$ cat config.mk
export PLATFORM = sky130hd
export DESIGN_NAME = tile_obi2axi_data_bridge_flat
export DESIGN_NICKNAME = d
export VERILOG_FILES = /design/src/rtl/tile_obi2axi_data_bridge_if.sv /design/src/rtl/tile_obi2axi_data_bridge.sv /design/src/flat_wrapper.sv
export SDC_FILE = /design/constraint.sdc
export NUM_CORES = 1
export LEC_CHECK = 0
export BUFFER_PORTS_ARGS = -buffer_cell sky130_fd_sc_hd__buf_4
export CAP_MARGIN = 20
export CORE_AREA = 2 2 128 130
export CTS_CLUSTER_DIAMETER = 40
export DETAILED_ROUTE_END_ITERATION = 6
export DIE_AREA = 0 0 130 132
export HOLD_SLACK_MARGIN = 0.15
export PLACE_DENSITY = 0.72
export REMOVE_ABC_BUFFERS = 1
export SYNTH_ARGS = -nofsm -noshare
export SYNTH_HDL_FRONTEND = slang
export SYNTH_SLANG_ARGS = --single-unit
$ cat constraint.sdc
create_clock -name clk_i -period 4.1 [get_ports clk_i]
set_input_delay 0.615 -clock clk_i [delete_from_list [all_inputs] [get_ports clk_i]]
set_output_delay 0.615 -clock clk_i [all_outputs]
set_load 0.01 [all_outputs]
$ cat src/rtl/tile_obi2axi_data_bridge_if.sv
// OBI data port plus single-beat AXI4 data channels seen by the tile OBI-to-AXI bridge.
// The slave modport is the bridge's view; the master modport is the core/memory side.
interface tile_obi2axi_data_bridge_if #(
   parameter int unsigned ADDR_W     = 32,
   parameter int unsigned DATA_W     = 32,
   parameter int unsigned AXI_DATA_W = 64
);
   logic                    obi_req_i;
   logic                    obi_gnt_o;
   logic [ADDR_W-1:0]       obi_addr_i;
   logic                    obi_we_i;
   logic [DATA_W/8-1:0]     obi_be_i;
   logic [DATA_W-1:0]       obi_wdata_i;
   logic                    obi_rvalid_o;
   logic [DATA_W-1:0]       obi_rdata_o;
   logic                    obi_err_o;

   logic                    axi_aw_valid_o;
   logic                    axi_aw_ready_i;
   logic [ADDR_W-1:0]       axi_aw_addr_o;
   logic [2:0]              axi_aw_size_o;

   logic                    axi_w_valid_o;
   logic                    axi_w_ready_i;
   logic [AXI_DATA_W-1:0]   axi_w_data_o;
   logic [AXI_DATA_W/8-1:0] axi_w_strb_o;
   logic                    axi_w_last_o;

   logic                    axi_b_valid_i;
   logic                    axi_b_ready_o;
   logic [1:0]              axi_b_resp_i;

   logic                    axi_ar_valid_o;
   logic                    axi_ar_ready_i;
   logic [ADDR_W-1:0]       axi_ar_addr_o;
   logic [2:0]              axi_ar_size_o;

   logic                    axi_r_valid_i;
   logic                    axi_r_ready_o;
   logic [AXI_DATA_W-1:0]   axi_r_data_i;
   logic [1:0]              axi_r_resp_i;
   logic                    axi_r_last_i;

   modport slave (
      input  obi_req_i, obi_addr_i, obi_we_i, obi_be_i, obi_wdata_i,
      output obi_gnt_o, obi_rvalid_o, obi_rdata_o, obi_err_o,
      output axi_aw_valid_o, axi_aw_addr_o, axi_aw_size_o,
      input  axi_aw_ready_i,
      output axi_w_valid_o, axi_w_data_o, axi_w_strb_o, axi_w_last_o,
      input  axi_w_ready_i,
      input  axi_b_valid_i, axi_b_resp_i,
      output axi_b_ready_o,
      output axi_ar_valid_o, axi_ar_addr_o, axi_ar_size_o,
      input  axi_ar_ready_i,
      input  axi_r_valid_i, axi_r_data_i, axi_r_resp_i, axi_r_last_i,
      output axi_r_ready_o
   );

   modport master (
      output obi_req_i, obi_addr_i, obi_we_i, obi_be_i, obi_wdata_i,
      input  obi_gnt_o, obi_rvalid_o, obi_rdata_o, obi_err_o,
      input  axi_aw_valid_o, axi_aw_addr_o, axi_aw_size_o,
      output axi_aw_ready_i,
      input  axi_w_valid_o, axi_w_data_o, axi_w_strb_o, axi_w_last_o,
      output axi_w_ready_i,
      output axi_b_valid_i, axi_b_resp_i,
      input  axi_b_ready_o,
      input  axi_ar_valid_o, axi_ar_addr_o, axi_ar_size_o,
      output axi_ar_ready_i,
      output axi_r_valid_i, axi_r_data_i, axi_r_resp_i, axi_r_last_i,
      input  axi_r_ready_o
   );
endinterface

$ cat src/rtl/tile_obi2axi_data_bridge.sv
// Tile core OBI data port to single-beat AXI4 bridge: one access in flight,
// byte-lane steering, AXI error mapping and a B/R response watchdog.
module tile_obi2axi_data_bridge #(
   parameter int unsigned ADDR_W     = 32,
   parameter int unsigned DATA_W     = 32,
   parameter int unsigned AXI_DATA_W = 64,
   parameter int unsigned TIMEOUT    = 1024
) (
   input  logic                            clk_i,
   input  logic                            rst_i,
   tile_obi2axi_data_bridge_if.slave       bus,
   output logic                            busy_o
);

   localparam int unsigned BE_W    = DATA_W / 8;
   localparam int unsigned STRB_W  = AXI_DATA_W / 8;
   localparam int unsigned N_LANES = AXI_DATA_W / DATA_W;
   localparam int unsigned LANE_W  = (N_LANES > 1) ? $clog2(N_LANES) : 1;
   localparam int unsigned BOFF_W  = $clog2(BE_W);
   localparam int unsigned CNT_W   = (TIMEOUT > 1) ? $clog2(TIMEOUT + 1) : 1;
   localparam logic [2:0]       AXI_SIZE = 3'(BOFF_W);
   localparam bit               WD_EN    = (TIMEOUT != 0);
   localparam logic [CNT_W-1:0] WD_LAST  = CNT_W'((TIMEOUT == 0) ? 0 : TIMEOUT - 1);

   typedef enum logic [2:0] {IDLE, WRITE, WRESP, READ, RRESP, RSP} state_e;

   state_e                state_q, state_d;
   logic [ADDR_W-1:0]     addr_q;
   logic [LANE_W-1:0]     lane_q, lane_in;
   logic [AXI_DATA_W-1:0] wdata_q;
   logic [STRB_W-1:0]     strb_q;
   logic                  aw_valid_q, aw_valid_d;
   logic                  w_valid_q, w_valid_d;
   logic                  ar_valid_q, ar_valid_d;
   logic                  b_ready_q, r_ready_q;
   logic                  rvalid_q, err_q, busy_q;
   logic [DATA_W-1:0]     rdata_q;
   logic [CNT_W-1:0]      wd_cnt_q;

   logic                  capture, wd_clr, rsp_load, rsp_err_d, wd_expired;
   logic [DATA_W-1:0]     rsp_rdata_d, r_slice;
   logic                  unused_bits;

   // Lane of the AXI beat that carries this OBI word
   if (N_LANES > 1) begin : g_lane
      assign lane_in = bus.obi_addr_i[BOFF_W +: LANE_W];
   end else begin : g_no_lane
      assign lane_in = '0;
   end

   assign r_slice     = bus.axi_r_data_i[32'(lane_q) * DATA_W +: DATA_W];
   assign wd_expired  = WD_EN && (wd_cnt_q == WD_LAST);
   assign unused_bits = ^{bus.axi_b_resp_i[0], bus.axi_r_resp_i[0], bus.axi_r_last_i};

   always_ff @(posedge clk_i or posedge rst_i) begin
      if (rst_i) state_q <= IDLE;
      else       state_q <= state_d;
   end

   always_comb begin
      state_d     = state_q;
      aw_valid_d  = aw_valid_q;
      w_valid_d   = w_valid_q;
      ar_valid_d  = ar_valid_q;
      capture     = 1'b0;
      wd_clr      = 1'b0;
      rsp_load    = 1'b0;
      rsp_err_d   = 1'b0;
      rsp_rdata_d = '0;
      unique case (state_q)
         IDLE: begin
            if (bus.obi_req_i) begin
               capture = 1'b1;
               if (bus.obi_we_i) begin
                  state_d    = WRITE;
                  aw_valid_d = 1'b1;
                  w_valid_d  = 1'b1;
               end else begin
                  state_d    = READ;
                  ar_valid_d = 1'b1;
               end
            end
         end
         WRITE: begin
            if (aw_valid_q && bus.axi_aw_ready_i) aw_valid_d = 1'b0;
            if (w_valid_q && bus.axi_w_ready_i)   w_valid_d  = 1'b0;
            if (!aw_valid_d && !w_valid_d) begin
               state_d = WRESP;
               wd_clr  = 1'b1;
            end
         end
         WRESP: begin
            if (bus.axi_b_valid_i) begin
               rsp_load  = 1'b1;
               rsp_err_d = bus.axi_b_resp_i[1];
               state_d   = RSP;
            end else if (wd_expired) begin
               rsp_load  = 1'b1;
               rsp_err_d = 1'b1;
               state_d   = RSP;
            end
         end
         READ: begin
            if (bus.axi_ar_ready_i) begin
               ar_valid_d = 1'b0;
               state_d    = RRESP;
               wd_clr     = 1'b1;
            end
         end
         RRESP: begin
            if (bus.axi_r_valid_i) begin
               rsp_load    = 1'b1;
               rsp_err_d   = bus.axi_r_resp_i[1];
               rsp_rdata_d = r_slice;
               state_d     = RSP;
            end else if (wd_expired) begin
               rsp_load  = 1'b1;
               rsp_err_d = 1'b1;
               state_d   = RSP;
            end
         end
         RSP:     state_d = IDLE;
         default: state_d = IDLE;
      endcase
   end

   // Handshake and response registers; B/R stay ready in IDLE to absorb late beats
   always_ff @(posedge clk_i or posedge rst_i) begin
      if (rst_i) begin
         aw_valid_q <= 1'b0;
         w_valid_q  <= 1'b0;
         ar_valid_q <= 1'b0;
         b_ready_q  <= 1'b0;
         r_ready_q  <= 1'b0;
         rvalid_q   <= 1'b0;
         err_q      <= 1'b0;
         rdata_q    <= '0;
         busy_q     <= 1'b0;
      end else begin
         aw_valid_q <= aw_valid_d;
         w_valid_q  <= w_valid_d;
         ar_valid_q <= ar_valid_d;
         b_ready_q  <= (state_d == IDLE) || (state_d == WRESP);
         r_ready_q  <= (state_d == IDLE) || (state_d == RRESP);
         rvalid_q   <= rsp_load;
         err_q      <= rsp_load ? rsp_err_d : 1'b0;
         if (rsp_load) rdata_q <= rsp_rdata_d;
         busy_q     <= (state_d != IDLE);
      end
   end

   // Request payload, steered onto the AXI lane at grant time
   always_ff @(posedge clk_i or posedge rst_i) begin
      if (rst_i) begin
         addr_q  <= '0;
         lane_q  <= '0;
         wdata_q <= '0;
         strb_q  <= '0;
      end else if (capture) begin
         addr_q  <= bus.obi_addr_i;
         lane_q  <= lane_in;
         wdata_q <= {N_LANES{bus.obi_wdata_i}};
         strb_q  <= STRB_W'(bus.obi_be_i) << (32'(lane_in) * BE_W);
      end
   end

   always_ff @(posedge clk_i or posedge rst_i) begin
      if (rst_i)                                    wd_cnt_q <= '0;
      else if (wd_clr)                              wd_cnt_q <= '0;
      else if ((state_q == WRESP) || (state_q == RRESP)) wd_cnt_q <= wd_cnt_q + CNT_W'(1);
   end

   assign bus.obi_gnt_o      = (state_q == IDLE);
   assign bus.obi_rvalid_o   = rvalid_q;
   assign bus.obi_rdata_o    = rdata_q;
   assign bus.obi_err_o      = err_q;
   assign bus.axi_aw_valid_o = aw_valid_q;
   assign bus.axi_aw_addr_o  = addr_q;
   assign bus.axi_aw_size_o  = AXI_SIZE;
   assign bus.axi_w_valid_o  = w_valid_q;
   assign bus.axi_w_data_o   = wdata_q;
   assign bus.axi_w_strb_o   = strb_q;
   assign bus.axi_w_last_o   = 1'b1;
   assign bus.axi_b_ready_o  = b_ready_q;
   assign bus.axi_ar_valid_o = ar_valid_q;
   assign bus.axi_ar_addr_o  = addr_q;
   assign bus.axi_ar_size_o  = AXI_SIZE;
   assign bus.axi_r_ready_o  = r_ready_q;
   assign busy_o             = busy_q;

endmodule

$ cat src/flat_wrapper.sv
// flat-port wrapper written by rule: the top's interface ports become plain ports
module tile_obi2axi_data_bridge_flat 
#(
   parameter int unsigned ADDR_W     = 32,
   parameter int unsigned DATA_W     = 32,
   parameter int unsigned AXI_DATA_W = 64,
   parameter int unsigned TIMEOUT    = 1024
)
  (clk_i, rst_i, busy_o, bus_obi_req_i, bus_obi_addr_i, bus_obi_we_i, bus_obi_be_i, bus_obi_wdata_i, bus_obi_gnt_o, bus_obi_rvalid_o, bus_obi_rdata_o, bus_obi_err_o, bus_axi_aw_valid_o, bus_axi_aw_addr_o, bus_axi_aw_size_o, bus_axi_aw_ready_i, bus_axi_w_valid_o, bus_axi_w_data_o, bus_axi_w_strb_o, bus_axi_w_last_o, bus_axi_w_ready_i, bus_axi_b_valid_i, bus_axi_b_resp_i, bus_axi_b_ready_o, bus_axi_ar_valid_o, bus_axi_ar_addr_o, bus_axi_ar_size_o, bus_axi_ar_ready_i, bus_axi_r_valid_i, bus_axi_r_data_i, bus_axi_r_resp_i, bus_axi_r_last_i, bus_axi_r_ready_o);
  tile_obi2axi_data_bridge_if #(.ADDR_W(ADDR_W), .DATA_W(DATA_W), .AXI_DATA_W(AXI_DATA_W)) bus_i ();
  input  logic clk_i;
  input  logic rst_i;
  output logic busy_o;
  input wire logic [$bits(bus_i.obi_req_i)-1:0] bus_obi_req_i;
  input wire logic [$bits(bus_i.obi_addr_i)-1:0] bus_obi_addr_i;
  input wire logic [$bits(bus_i.obi_we_i)-1:0] bus_obi_we_i;
  input wire logic [$bits(bus_i.obi_be_i)-1:0] bus_obi_be_i;
  input wire logic [$bits(bus_i.obi_wdata_i)-1:0] bus_obi_wdata_i;
  output wire logic [$bits(bus_i.obi_gnt_o)-1:0] bus_obi_gnt_o;
  output wire logic [$bits(bus_i.obi_rvalid_o)-1:0] bus_obi_rvalid_o;
  output wire logic [$bits(bus_i.obi_rdata_o)-1:0] bus_obi_rdata_o;
  output wire logic [$bits(bus_i.obi_err_o)-1:0] bus_obi_err_o;
  output wire logic [$bits(bus_i.axi_aw_valid_o)-1:0] bus_axi_aw_valid_o;
  output wire logic [$bits(bus_i.axi_aw_addr_o)-1:0] bus_axi_aw_addr_o;
  output wire logic [$bits(bus_i.axi_aw_size_o)-1:0] bus_axi_aw_size_o;
  input wire logic [$bits(bus_i.axi_aw_ready_i)-1:0] bus_axi_aw_ready_i;
  output wire logic [$bits(bus_i.axi_w_valid_o)-1:0] bus_axi_w_valid_o;
  output wire logic [$bits(bus_i.axi_w_data_o)-1:0] bus_axi_w_data_o;
  output wire logic [$bits(bus_i.axi_w_strb_o)-1:0] bus_axi_w_strb_o;
  output wire logic [$bits(bus_i.axi_w_last_o)-1:0] bus_axi_w_last_o;
  input wire logic [$bits(bus_i.axi_w_ready_i)-1:0] bus_axi_w_ready_i;
  input wire logic [$bits(bus_i.axi_b_valid_i)-1:0] bus_axi_b_valid_i;
  input wire logic [$bits(bus_i.axi_b_resp_i)-1:0] bus_axi_b_resp_i;
  output wire logic [$bits(bus_i.axi_b_ready_o)-1:0] bus_axi_b_ready_o;
  output wire logic [$bits(bus_i.axi_ar_valid_o)-1:0] bus_axi_ar_valid_o;
  output wire logic [$bits(bus_i.axi_ar_addr_o)-1:0] bus_axi_ar_addr_o;
  output wire logic [$bits(bus_i.axi_ar_size_o)-1:0] bus_axi_ar_size_o;
  input wire logic [$bits(bus_i.axi_ar_ready_i)-1:0] bus_axi_ar_ready_i;
  input wire logic [$bits(bus_i.axi_r_valid_i)-1:0] bus_axi_r_valid_i;
  input wire logic [$bits(bus_i.axi_r_data_i)-1:0] bus_axi_r_data_i;
  input wire logic [$bits(bus_i.axi_r_resp_i)-1:0] bus_axi_r_resp_i;
  input wire logic [$bits(bus_i.axi_r_last_i)-1:0] bus_axi_r_last_i;
  output wire logic [$bits(bus_i.axi_r_ready_o)-1:0] bus_axi_r_ready_o;
  assign bus_i.obi_req_i = bus_obi_req_i;
  assign bus_i.obi_addr_i = bus_obi_addr_i;
  assign bus_i.obi_we_i = bus_obi_we_i;
  assign bus_i.obi_be_i = bus_obi_be_i;
  assign bus_i.obi_wdata_i = bus_obi_wdata_i;
  assign bus_obi_gnt_o = bus_i.obi_gnt_o;
  assign bus_obi_rvalid_o = bus_i.obi_rvalid_o;
  assign bus_obi_rdata_o = bus_i.obi_rdata_o;
  assign bus_obi_err_o = bus_i.obi_err_o;
  assign bus_axi_aw_valid_o = bus_i.axi_aw_valid_o;
  assign bus_axi_aw_addr_o = bus_i.axi_aw_addr_o;
  assign bus_axi_aw_size_o = bus_i.axi_aw_size_o;
  assign bus_i.axi_aw_ready_i = bus_axi_aw_ready_i;
  assign bus_axi_w_valid_o = bus_i.axi_w_valid_o;
  assign bus_axi_w_data_o = bus_i.axi_w_data_o;
  assign bus_axi_w_strb_o = bus_i.axi_w_strb_o;
  assign bus_axi_w_last_o = bus_i.axi_w_last_o;
  assign bus_i.axi_w_ready_i = bus_axi_w_ready_i;
  assign bus_i.axi_b_valid_i = bus_axi_b_valid_i;
  assign bus_i.axi_b_resp_i = bus_axi_b_resp_i;
  assign bus_axi_b_ready_o = bus_i.axi_b_ready_o;
  assign bus_axi_ar_valid_o = bus_i.axi_ar_valid_o;
  assign bus_axi_ar_addr_o = bus_i.axi_ar_addr_o;
  assign bus_axi_ar_size_o = bus_i.axi_ar_size_o;
  assign bus_i.axi_ar_ready_i = bus_axi_ar_ready_i;
  assign bus_i.axi_r_valid_i = bus_axi_r_valid_i;
  assign bus_i.axi_r_data_i = bus_axi_r_data_i;
  assign bus_i.axi_r_resp_i = bus_axi_r_resp_i;
  assign bus_i.axi_r_last_i = bus_axi_r_last_i;
  assign bus_axi_r_ready_o = bus_i.axi_r_ready_o;
  tile_obi2axi_data_bridge #(.ADDR_W(ADDR_W), .DATA_W(DATA_W), .AXI_DATA_W(AXI_DATA_W), .TIMEOUT(TIMEOUT)) u_core (.clk_i(clk_i), .rst_i(rst_i), .bus(bus_i), .busy_o(busy_o));
endmodule
Word level (Yosys, flattened, before mapping)
Index checks and enable logic that the tools add are counted.

storage, ports and cells
  bits in registers = 159
  bits in latches = 0
  bits in writable memories = 0
  bits in read-only memories = 0
  input bits = 146
  output and inout bits = 184
  logic and storage cells = 82
  memories = 0

operators by class
  add/sub/neg operators = 1
  $mul = 0
  div/mod/pow operators = 0
  $lt $le $gt $ge = 0
  equality and inequality tests = 11
  shifts and indexed selects = 2
  mux-type cells = 37
  bitwise operators = 0
  reduce and logical (&&, ||, !) cells = 16

operators with widths
  kind                     number
  $mux W32                 2
  $shiftx A64 B7 Y32       1
  $mux W11                 2
  $mux W1                  19
  $mux W3                  6
  $pmux W3 S5              1
  $pmux W1 S2              6
  $add A11 B1 Y11 const B  1
  $eq A11 B10 Y1 const B   1
  $eq A3 B2 Y1 const B     3
  $ne A2 B2 Y1 const B     4
  $shl A4 B3 Y8            1
  $eq A3 B3 Y1 const B     2
  $logic_not A3 Y1         2
  $reduce_bool A2 Y1       3
  $reduce_and A4 Y1        1
  $eq A3 B1 Y1 const B     1
  $logic_and A1 B1 Y1      3
  $logic_or A1 B1 Y1       3
  $reduce_and A3 Y1        1
  $reduce_bool A3 Y1       1
  $logic_not A1 Y1         2
  $mux W2                  1

Longest topological paths before layout
Gate-level depths: netlist of run 1.

  depth in word-level cells = 9
  depth in mapped cells = 7
  mapped depth without buffers = 6

Worst setup path after synthesis of run 1
No wires, ideal clock.

  path type = reg-to-reg
  start point = register u_core.state_q[2]
  end point = register u_core.busy_q (netlist: u_core.busy_o)
  library setup time = 0.066 ns
  data arrival time = 1.776 ns
  data required time = 4.034 ns
  setup slack = 2.258 ns
  stages on the path, launching flop included = 7
  path buffers = 1
  period minus slack after synthesis = 1.842 ns
  cell sequence = dfrtp_1 buf_4 xnor2_1 or3_1 or4_4 and4b_1 nand2b_1

on the way
  cells in the longest elaborated chain, start to end = 4
  elaborated cells on any way between the ends = 13
  classes of those cells = eq/ne (4); mux (7); reduce/logical (2)

RTL lines
  element                            RTL line                                                         text
  from (decl)                        tile_obi2axi_data_bridge.sv:27                                   state_e state_q, state_d;
  from (signal assigned)             tile_obi2axi_data_bridge.sv:57                                   else state_q <= state_d;
  $mux W3                            tile_obi2axi_data_bridge.sv:97, tile_obi2axi_data_bridge.sv:116
  $mux W3, on equally long branches  tile_obi2axi_data_bridge.sv:111, tile_obi2axi_data_bridge.sv:93
  $pmux W3 S5 (*)                    tile_obi2axi_data_bridge.sv:70                                   unique case (state_q)
  $reduce_bool A3 Y1 (*)             tile_obi2axi_data_bridge.sv:148                                  busy_q <= (state_d != IDLE);
  to (signal assigned)               tile_obi2axi_data_bridge.sv:148
  to (decl)                          tile_obi2axi_data_bridge.sv:36                                   logic rvalid_q, err_q, busy_q;

Mark *: on every way between the ends. The rest lies on a longest branch, timed or not.
A chain may end at the register's enable or synchronous reset.

Worst setup path in the final report of run 1
  start point = register u_core.state_q[1]
  end point = register u_core.wdata_q[49] (netlist: u_core.bus.axi_w_data_o[49])

on the way
  cells in the longest elaborated chain, start to end = 2

RTL lines
  element               RTL line                         text
  $logic_not A3 Y1      tile_obi2axi_data_bridge.sv:70
  $mux W1               tile_obi2axi_data_bridge.sv:70
  to (signal assigned)  tile_obi2axi_data_bridge.sv:162  wdata_q <= {N_LANES{bus.obi_wdata_i}};
  to (decl)             tile_obi2axi_data_bridge.sv:30   logic [AXI_DATA_W-1:0] wdata_q;

Every way passes these cells.

==> results of run 1 <==
kinds of logic after synthesis:
kind of cell,synth area share
other,0.001293
AO/OA/AOI/OAI,0.04782
buffers and inverters,0.1163
XOR/XNOR,0.01508
flip-flops,0.5428
AND/OR/NAND/NOR,0.2195
adder cells (fa/ha/maj),0.002153
multiplexers,0.05514
layout by cell type, fill, tap and decap left out, drive strengths merged, types with 6 or more instances in the layout:
cell,instances
nand3,9
nor2,18
clkbuf,21
mux2i,32
a21oi,8
nand2,250
xnor2,6
o21ai,35
conb,7
dfrtp,126
buf,325
clkinv,7
through the flow:
step           setup WS, ps  hold slack (ps)  power (mW)  utilization  std cells
3_3_place_gp           1869            450.5       4.812       0.5018       1081
6_report               1791            393.1       6.248       0.5380       1113
4_1_cts                1797            375.8       6.329       0.5380       1113
5_1_grt                1625            378.2       6.645       0.5380       1113
3_5_place_dp           1851            457.9       4.872       0.5018       1081
2_1_floorplan         129.1            502.7       3.284            -        540
cells in the mapped netlist, types with 2 or more instances:
cell type,count,area share
xor2_1,4,0.0060
o21ai_0,13,0.011
clkbuf_1,22,0.014
nor3_1,4,0.0034
buf_2,6,0.0052
nor2b_1,2,0.0022
nor2_1,18,0.012
and4b_1,2,0.0034
and2_1,3,0.0032
dfrtp_1,126,0.54
nand2b_1,4,0.0043
xnor2_1,6,0.0090
nand2_1,250,0.16
nand3_1,9,0.0078
conb_1,2,0.0013
a21oi_1,8,0.0069
nand3b_1,4,0.0052
inv_1,4,0.0026
mux2i_1,32,0.055
nand4_1,2,0.0022
or3_1,2,0.0022
o21ai_1,22,0.019
a31oi_1,2,0.0022
buf_4,73,0.094
flip-flops by register name, indices dropped and copies added (netlist names):
register                   flops
u_core.bus.axi_ar_addr_o      32
u_core.bus.axi_ar_valid_o      1
u_core.bus.axi_aw_valid_o      1
u_core.bus.axi_b_ready_o       1
u_core.bus.axi_r_ready_o       1
u_core.bus.axi_w_data_o       32
u_core.bus.axi_w_strb_o        8
u_core.bus.axi_w_valid_o       1
u_core.bus.obi_err_o           1
u_core.bus.obi_rdata_o        32
u_core.bus.obi_rvalid_o        1
u_core.busy_o                  1
u_core.state_q                 3
u_core.wd_cnt_q               11
layer usage:
| layer | GRT usage | up-vias | share of wire |
|---|---|---|---|
| li1 | - | 2456 | - |
| met1 | 0.2270 | 2292 | 0.42 |
| met2 | 0.3083 | 157 | 0.52 |
| met3 | 0.04261 | 8 | 0.053 |
| met4 | 0.04002 | 0 | 0.0099 |
| met5 | 0 | - | 0 |
power groups by stage:
stage	logic, mW	clock network, mW	registers [mW]
floorplan	0.819	0	2.47
global placement	2.61	0	2.20
detailed placement	2.65	0	2.22
CTS	2.66	1.46	2.21
global route	2.86	1.51	2.27
finish	2.62	1.43	2.20
worst max path at each step:
stage / slack (ps) / end / cells past startpoint
2_1_floorplan: 130 / u_core.bus.axi_ar_addr_o[0] / 1
3_3_place_gp: 1870 / u_core.bus.axi_w_strb_o[7] / 5
3_5_place_dp: 1850 / u_core.bus.axi_w_strb_o[3] / 5
4_1_cts: 1800 / bus_axi_aw_addr_o[2] / 1
5_1_grt: 1620 / u_core.bus.axi_w_strb_o[7] / 5
6_report: 1790 / u_core.bus.axi_w_data_o[49] / 5
layout make-up:
type | instances | area, um2
clock buffer | 21 | 450.4
clock inverter | 11 | 117.6
fill | 1476 | 7259
inverter | 4 | 17.52
multi-input combinational | 410 | 2003
sequential | 126 | 3154
tap | 216 | 270.3
timing repair buffer | 325 | 2440
==> results.ini, run 1 <==
[clocking]
cts_tree = done
cts_htree_levels = 4
cts_resized = 0
insertion_delay_ps = 400
numCtsBuffers = 17
clockRootBuffer = clkbuf_16
clk_pin_slew_worst_paths_ps = 60
holdBufCountCts = 0
postCtsSetupBuffers = 0
cts.path.max_buffers = 2
clock_sinks = 126

[hold_path]
hp-start = bus_axi_w_ready_i
hp-class = input pin to flip-flop
hold_depth = 2
min_delay_worst_endpoint = u_core.bus.axi_w_valid_o

[detailed_routing]
drt_iter0_markers = 193
wl_per_cell_um = 14.20
viasPerCell = 4.414
drc = 0
drtPass1Iterations = 4
ant_nets = 0
vias = 4913
totalWireLength_um = 15810

[synthesis]
ys_seq_elements = 126
yosysWarnings = 0
synth_cells = 636
syn_area_um2 = 5809
ys_async_sr_fraction = 1.000
syn_avg_cell_area_um2 = 9.134
synth.distinct_cells = 40
yosysSeqAreaShare = 0.5428
synth_ff_type = dfrtp_1
synth_edf_count = 0

[critical_path]
slowest_stage = and2_2
critical_path_class = flip-flop to flip-flop
crit_chain = nor3_1 > and2_2 > buf_4 > nand2_1 > nand2_1
critical_path_required_ps = 4430
reg2reg_to = u_core.bus.axi_w_data_o[49]
crit_fanout = 38
endpoint_kind = flip-flop
r2r_cells = 5
max_stage_delay_ps = 700
rrSetupSlack_ps = 1790
cp_data_arrival_time_ps = 2640
path_common_cell = nand2_1
path_buf_inv = 1
crit_family = simple AND/OR/NAND/NOR gates
rr_startpoint = u_core.state_q[1]
startpoint_type = flip-flop
worstSetupStartpoint = u_core.state_q[1]

[finish]
antenna_cells = 0
areaGrowthSynthToFinish_pct = 45.51
nNetsFinal = 1031
fin_area_um2 = 8453
layout-drive-gt1-share = 0.4036

[power]
p_leak_nw = 4.581
p_per_area_nw_per_um2 = 739.1
comb_power_share = 0.419
clockPowerShare = 0.228
p_seq_frac = 0.352
switchingPower_mw = 2.291
switching_share = 0.3667
ir_drop_uv = 582.4
p_int_mw = 3.957

[timing]
slew_violations = 0
max_slew_margin = 0.3598
period_share = 0.5633
tns_ps = 0
setup_viol = 0
skew_ps = 9.700
finalHoldViolations = 0
period_needed_ps = 2309
rsz0062_at_grt = no
fmax_mhz = 433.0
worstMarginPinSlew_ps = 960.3

[outcome]
status = complete, no violations

[floorplanning]
num_rows = 46
dieWidth_um = 130
die_area_um2 = 17160
core_um2 = 15710
chipHeight_um = 132
start_util = 0.3697
ios = 330

[global_routing]
antenna_found_initial = 0
grt_max_degree = 73
grt_pass1_wl_um = 24290
grt_pass1_vias = 4666
overflow = 0
grt_usage = 0.1789

[placed_design]
gp_congestion = 0.8093
dp_hpwl_um = 11910
port_buffers = 319
place_area_um2 = 7885

[flow_run]
drv_cap = 0

Power figures use the tool's default switching activity.
==> inputs of run 2 (changes only) <==
- clock period: 4.1 -> 2 ns (I/O delays scaled with it)
==> run 2 against run 1 <==
  * Critical path depth rose by 1
  * Die area did not move
  * Routed wire length rose by 11%
  * Utilization rose by 6.1 points
  * Cell count rose by 7.9%
  * Flip-flop and latch count did not move
  * Critical path type unchanged
==> results.ini, run 2 (synthesized netlist as in run 1, its figures left out) <==
[power]
switching_share = 0.3725  ; +0.005777
p_leak_nw = 4.992  ; +9.0%
p_seq_frac = 0.330  ; -0.022
clockPowerShare = 0.228  ; about the same
ir_drop_uv = 1100  ; +89%
p_int_mw = 8.403  ; +110%
p_per_area_nw_per_um2 = 1423  ; +93%
comb_power_share = 0.442  ; +0.023
switchingPower_mw = 4.988  ; +120%

[finish]
final_common_cell = buf_4
layout-drive-gt1-share = 0.3858  ; -0.01778
fin_cells = 1201  ; +7.9%
areaGrowthSynthToFinish_pct = 61.96
antenna_cells = 0  ; unchanged
fin_util = 0.5988  ; +0.06084
fillers = 1330  ; -9.9%
final_cell_mix = buf_4 (332), nand2_1 (249), dfrtp_1 (125)
fin_area_um2 = 9409  ; +11%
nNetsFinal = 1119  ; +8.5%

[global_routing]
overflow = 0  ; unchanged
grt_usage = 0.2013  ; +0.02235
grt_pass1_vias = 5339  ; +14%
grt_pass1_wl_um = 27290  ; +12%
grt_max_degree = 73  ; unchanged
antenna_found_initial = 0  ; unchanged

[detailed_routing]
ant_nets = 0  ; unchanged
drtPass1Iterations = 4  ; unchanged
totalWireLength_um = 17520  ; +11%
drc = 0  ; unchanged
viasPerCell = 4.475  ; +1.4%
drt_iter0_markers = 324  ; +68%
vias = 5374  ; +9.4%
wl_per_cell_um = 14.59  ; +2.7%

[timing]
finalHoldViolations = 0  ; unchanged
slew_violations = 0  ; unchanged
period_needed_ps = 1925  ; -384.7 ps
skew_ps = 8.823  ; -0.8768 ps
tns_ps = 0  ; unchanged
worstMarginPinSlew_ps = 616.2  ; -344.1 ps
setup_slack_ps = 75.32  ; -1715 ps
fmax_mhz = 519.6  ; +20%
rsz0062_at_grt = no
period_share = 0.9623  ; +0.3991
setup_viol = 0  ; unchanged
max_slew_margin = 0.5860  ; +0.2262

[clocking]
cts.path.max_buffers = 2  ; unchanged
cts_tree = done
numCtsBuffers = 17  ; unchanged
insertion_delay_ps = 410  ; about the same
clockRootBuffer = clkbuf_16
clk_pin_slew_worst_paths_ps = 60  ; about the same
cts_htree_levels = 4  ; unchanged
clock_sinks = 126  ; unchanged
postCtsSetupBuffers = 0  ; unchanged

[critical_path]
max_stage_delay_ps = 540  ; -160 ps
crit_fanout = 4  ; -89%
cp_data_arrival_time_ps = 2270  ; -370 ps
rrSetupSlack_ps = 80  ; -1720 ps
critical_path_required_ps = 2350  ; -2080 ps
reg2reg_to = u_core.busy_o
crit_chain = ha_2 > nand2_1 > or3_1 > or4_4 > and4b_1 > nand2b_1
r2r_cells = 6  ; +1
critical_path_class = flip-flop to flip-flop
startpoint_type = flip-flop
slowest_stage = or4_4
endpoint_kind = flip-flop
rr_startpoint = u_core.wd_cnt_q[0]

[flow_run]
drv_cap = 0  ; unchanged

[hold_path]
min_delay_worst_endpoint = u_core.bus.obi_rdata_o[8]
hold_depth = 3  ; +1
hp-start = bus_axi_r_data_i[8]
hp-class = input pin to flip-flop

[placed_design]
dp_hpwl_um = 12160  ; +2.1%
place_area_um2 = 8078  ; +2.4%
dpl_worst_slack_ps = 80.79  ; -1770 ps
port_buffers = 319  ; unchanged
dpl.cell_count = 1095  ; +1.3%
gp_congestion = 0.7679  ; -5.1%

[floorplanning]
chipHeight_um = 132  ; unchanged
num_rows = 46  ; unchanged
die_area_um2 = 17160  ; unchanged
core_um2 = 15710  ; unchanged
dieWidth_um = 130  ; unchanged
start_util = 0.3697  ; unchanged
ios = 330  ; unchanged

[outcome]
status = complete, no violations

-- run 2: cell count changes in the layout (fill, tap and decap cells not counted), moves of 2 or more --
cell           previous run  this run
dlygate4sd3_1             0        74
buf_12                    0         7
clkinv_4                  2         4
inv_6                     0         4
clkinv_2                  5         2
buf_4                   325       332
clkbuf_1                  3         0
-- run 2: worst max path at each step --
stage	slack (ps)	endpoint	from	cells past startpoint
after floorplan	-1660	u_core.bus.axi_ar_addr_o[0]	rst_i	1
after detailed placement	80	u_core.busy_o	u_core.wd_cnt_q[0]	6
after global placement	140	u_core.busy_o	u_core.wd_cnt_q[0]	6
after global routing	1	u_core.busy_o	u_core.wd_cnt_q[0]	6
final	80	u_core.busy_o	u_core.wd_cnt_q[0]	6
after CTS	60	u_core.busy_o	u_core.wd_cnt_q[0]	6
-- run 2: repair_timing --
action / CTS / global route
hold buffers: 73 / 1
endpoints found under the hold margin: 110 / 1
endpoints found under the setup margin: 0 / 2
gates resized for setup: 0 / 1
-- run 2: critical path, delay by kind of cell (launching register included) --
| kind | cells | cell delay, ps |
|---|---|---|
| AND/OR/NAND/NOR | 5 | 1250 |
| flip-flops | 1 | 390 |
| adder cells (fa/ha/maj) | 1 | 210 |
-- run 2: final cells by class --
cell class	count	area (um2)	area share
clock buffer	17	425.4	0.04521
clock inverter	15	162.7	0.01729
inverter	4	17.52	0.001862
multi-input combinational	410	2006	0.2132
sequential	126	3154	0.3352
tap	216	270.3	0.02872
timing repair buffer	413	3373	0.3585
-- run 2: power groups by stage --
stage          Combinational [mW]  Sequential [mW]  Clock, mW
2_1_floorplan                1.68             5.05          0
4_1_cts                      5.93             4.40       3.12
3_3_place_gp                 5.71             4.40          0
6_report                     5.92             4.42       3.05
3_5_place_dp                 5.80             4.42          0
5_1_grt                      6.45             4.53       3.24
-- run 2: metal layers --
layer | global-route usage | vias to the layer above | routed length (um)
met2 | 0.3496 | 151 | 9119
met4 | 0.06392 | 0 | 320
met3 | 0.04992 | 25 | 869
met5 | 0 | - | 0
met1 | 0.2433 | 2561 | 7207
li1 | - | 2637 | -
-- run 2: metrics by stage --
stage | hold slack (ps) | total power, mW
floorplan | 386.1 | 6.733
global placement | 361.3 | 10.11
detailed placement | 361.1 | 10.22
CTS | 150.3 | 13.45
global route | 152.6 | 14.22
finish | 171.8 | 13.39
==> inputs of run 3 (changes only) <==
- CORE_AREA: 2 2 128 130 -> not set
- CORE_UTILIZATION: not set -> 30
- DIE_AREA: 0 0 130 132 -> not set
- PLACE_DENSITY: 0.72 -> 0.6
==> run 3 against run 2 <==
  * Via count rose by 0.11%
  * Design area rose by 1.0%
  * Clock skew decreased by 3.1 ps
  * Count of clock-buffer cells in the layout is 1 higher
  * Non-clock buffer count rose by 4
  * Die area is 16% higher
  * Setup slack better by 15 ps
  * Utilization shrank 9.4 points
  * Clock power barely moved
  * First-iteration DRC count down 42%
==> results.ini, run 3 (synthesized netlist as in run 1, its figures left out) <==
[outcome]
status = complete, no violations

[finish]
final_common_cell = buf_4
final_cell_mix = buf_4 (328), nand2_1 (249), dfrtp_1 (125)
fillers = 1805  ; +36%
antenna_cells = 0  ; unchanged
fin_area_um2 = 9507  ; +1.0%
areaGrowthSynthToFinish_pct = 63.64
layout-drive-gt1-share = 0.3796  ; -0.006232
fin_util = 0.5049  ; -0.09397
nNetsFinal = 1123  ; +0.36%

[clocking]
clk_pin_slew_worst_paths_ps = 60  ; about the same
insertion_delay_ps = 410  ; about the same
cts_htree_levels = 4  ; unchanged
clock_sinks = 126  ; unchanged
clockRootBuffer = clkbuf_16
numCtsBuffers = 17  ; unchanged
cts_tree = done
cts.path.max_buffers = 2  ; unchanged

[critical_path]
endpoint_kind = flip-flop
crit_fanout = 4  ; unchanged
critical_path_class = flip-flop to flip-flop
critical_path_required_ps = 2350  ; about the same
cp_data_arrival_time_ps = 2260  ; about the same
startpoint_type = flip-flop

[flow_run]
drv_cap = 0  ; unchanged

[placed_design]
place_area_um2 = 8095  ; +0.22%
gp_congestion = 0.7871  ; +2.5%
dpl_worst_slack_ps = 78.98  ; -1.813 ps
dp_hpwl_um = 12210  ; +0.38%
port_buffers = 319  ; unchanged

[power]
ir_drop_uv = 671.2  ; -39%
switching_share = 0.3674  ; -0.005123
p_int_mw = 8.430  ; +0.32%
p_per_area_nw_per_um2 = 1402  ; -1.5%
p_leak_nw = 5.006  ; +0.27%
comb_power_share = 0.446  ; +0.004
switchingPower_mw = 4.895  ; -1.9%
clockPowerShare = 0.226  ; -0.002
power_mw = 13.32  ; -0.49%
p_seq_frac = 0.327  ; -0.003

[floorplanning]
dieWidth_um = 141.2  ; +8.6%
core_um2 = 18830  ; +20%
start_util = 0.3085  ; -0.06122
num_rows = 50  ; +8.7%
ios = 330  ; unchanged
die_area_um2 = 19920  ; +16%
chipHeight_um = 141.2  ; +6.9%

[detailed_routing]
totalWireLength_um = 17380  ; -0.80%
drtPass1Iterations = 4  ; unchanged
drc = 0  ; unchanged
ant_nets = 0  ; unchanged
vias = 5380  ; +0.11%
viasPerCell = 4.311  ; -3.7%
drt_iter0_markers = 188  ; -42%
wl_per_cell_um = 13.92  ; -4.5%

[timing]
setup_viol = 0  ; unchanged
finalHoldViolations = 0  ; unchanged
slew_violations = 0  ; unchanged
skew_ps = 5.771  ; -3.052 ps
period_needed_ps = 1910  ; -14.90 ps
fmax_mhz = 523.6  ; +0.78%
max_slew_margin = 0.6563  ; +0.07028
setup_slack_ps = 90.22  ; +14.90 ps
period_share = 0.9549  ; -0.007452
worstMarginPinSlew_ps = 511.6  ; -104.6 ps

[global_routing]
grt_max_degree = 61  ; -16%
grt_pass1_wl_um = 26990  ; -1.1%
grt_pass1_vias = 5172  ; -3.1%
antenna_found_initial = 0  ; unchanged
overflow = 0  ; unchanged
grt_usage = 0.1748  ; -0.02643

[hold_path]
hp-class = input pin to flip-flop

run 3: cell type report:
type,count,area (um2),share of cell area
clock buffer,18,439.2,0.04620
clock inverter,13,141.4,0.01487
inverter,4,17.52,0.001843
multi-input combinational,410,2006,0.2110
sequential,126,3154,0.3318
tap,260,325.3,0.03422
timing repair buffer,417,3423,0.3601
run 3: worst paths after layout:
kind                                       startpoint  slack [ps]                     endpoint  depth (start not counted)
setup / recovery                   u_core.wd_cnt_q[0]          90                u_core.busy_o                          6
hold / removal                    bus_axi_r_data_i[2]         170    u_core.bus.obi_rdata_o[2]                          3
setup reg to reg                   u_core.wd_cnt_q[0]          90                u_core.busy_o                          6
hold reg to reg            u_core.bus.axi_w_strb_o[7]         460   u_core.bus.axi_w_strb_o[7]                          2
max in group asynchronous                       rst_i         840  u_core.bus.axi_w_data_o[57]                          4
min in group asynchronous                       rst_i         460   u_core.bus.obi_rdata_o[31]                          3
run 3: power groups by stage:
stage,Sequential [mW],Combinational (mW),Clock (mW)
global route,4.49,6.48,3.21
floorplan,5.05,1.68,0
global placement,4.37,5.76,0
finish,4.36,5.95,3.02
CTS,4.37,5.98,3.09
detailed placement,4.39,5.82,0
run 3: through the flow:
step	setup TNS [ps]	std cells	hold slack, ps
final	0	1248	166.0
after detailed placement	0	1134	347.7
after global placement	0	1134	349.9
after floorplan	-251020	540	386.1
after CTS	0	1247	151.1
after global routing	-0.9037	1248	158.6
run 3: metal layers:
layer	track usage	part of all wire
met3	0.03804	0.053
met4	0.06693	0.014
met1	0.2165	0.42
met5	0	0
met2	0.2970	0.51
run 3: worst max-delay path, stage by stage (launching register included):
cell	delay, ps
dfrtp_1	380
ha_2	210
nand2_1	80
or3_1	340
or4_4	540
and4b_1	230
nand2b_1	70
run 3: repair_timing:
item | 4_1_cts | 5_1_grt
endpoints found under the hold margin | 111 | 0
gates resized for setup | 0 | 1
buffers inserted | 0 | 1
setup endpoints to repair | 0 | 1
hold buffers | 82 | 0
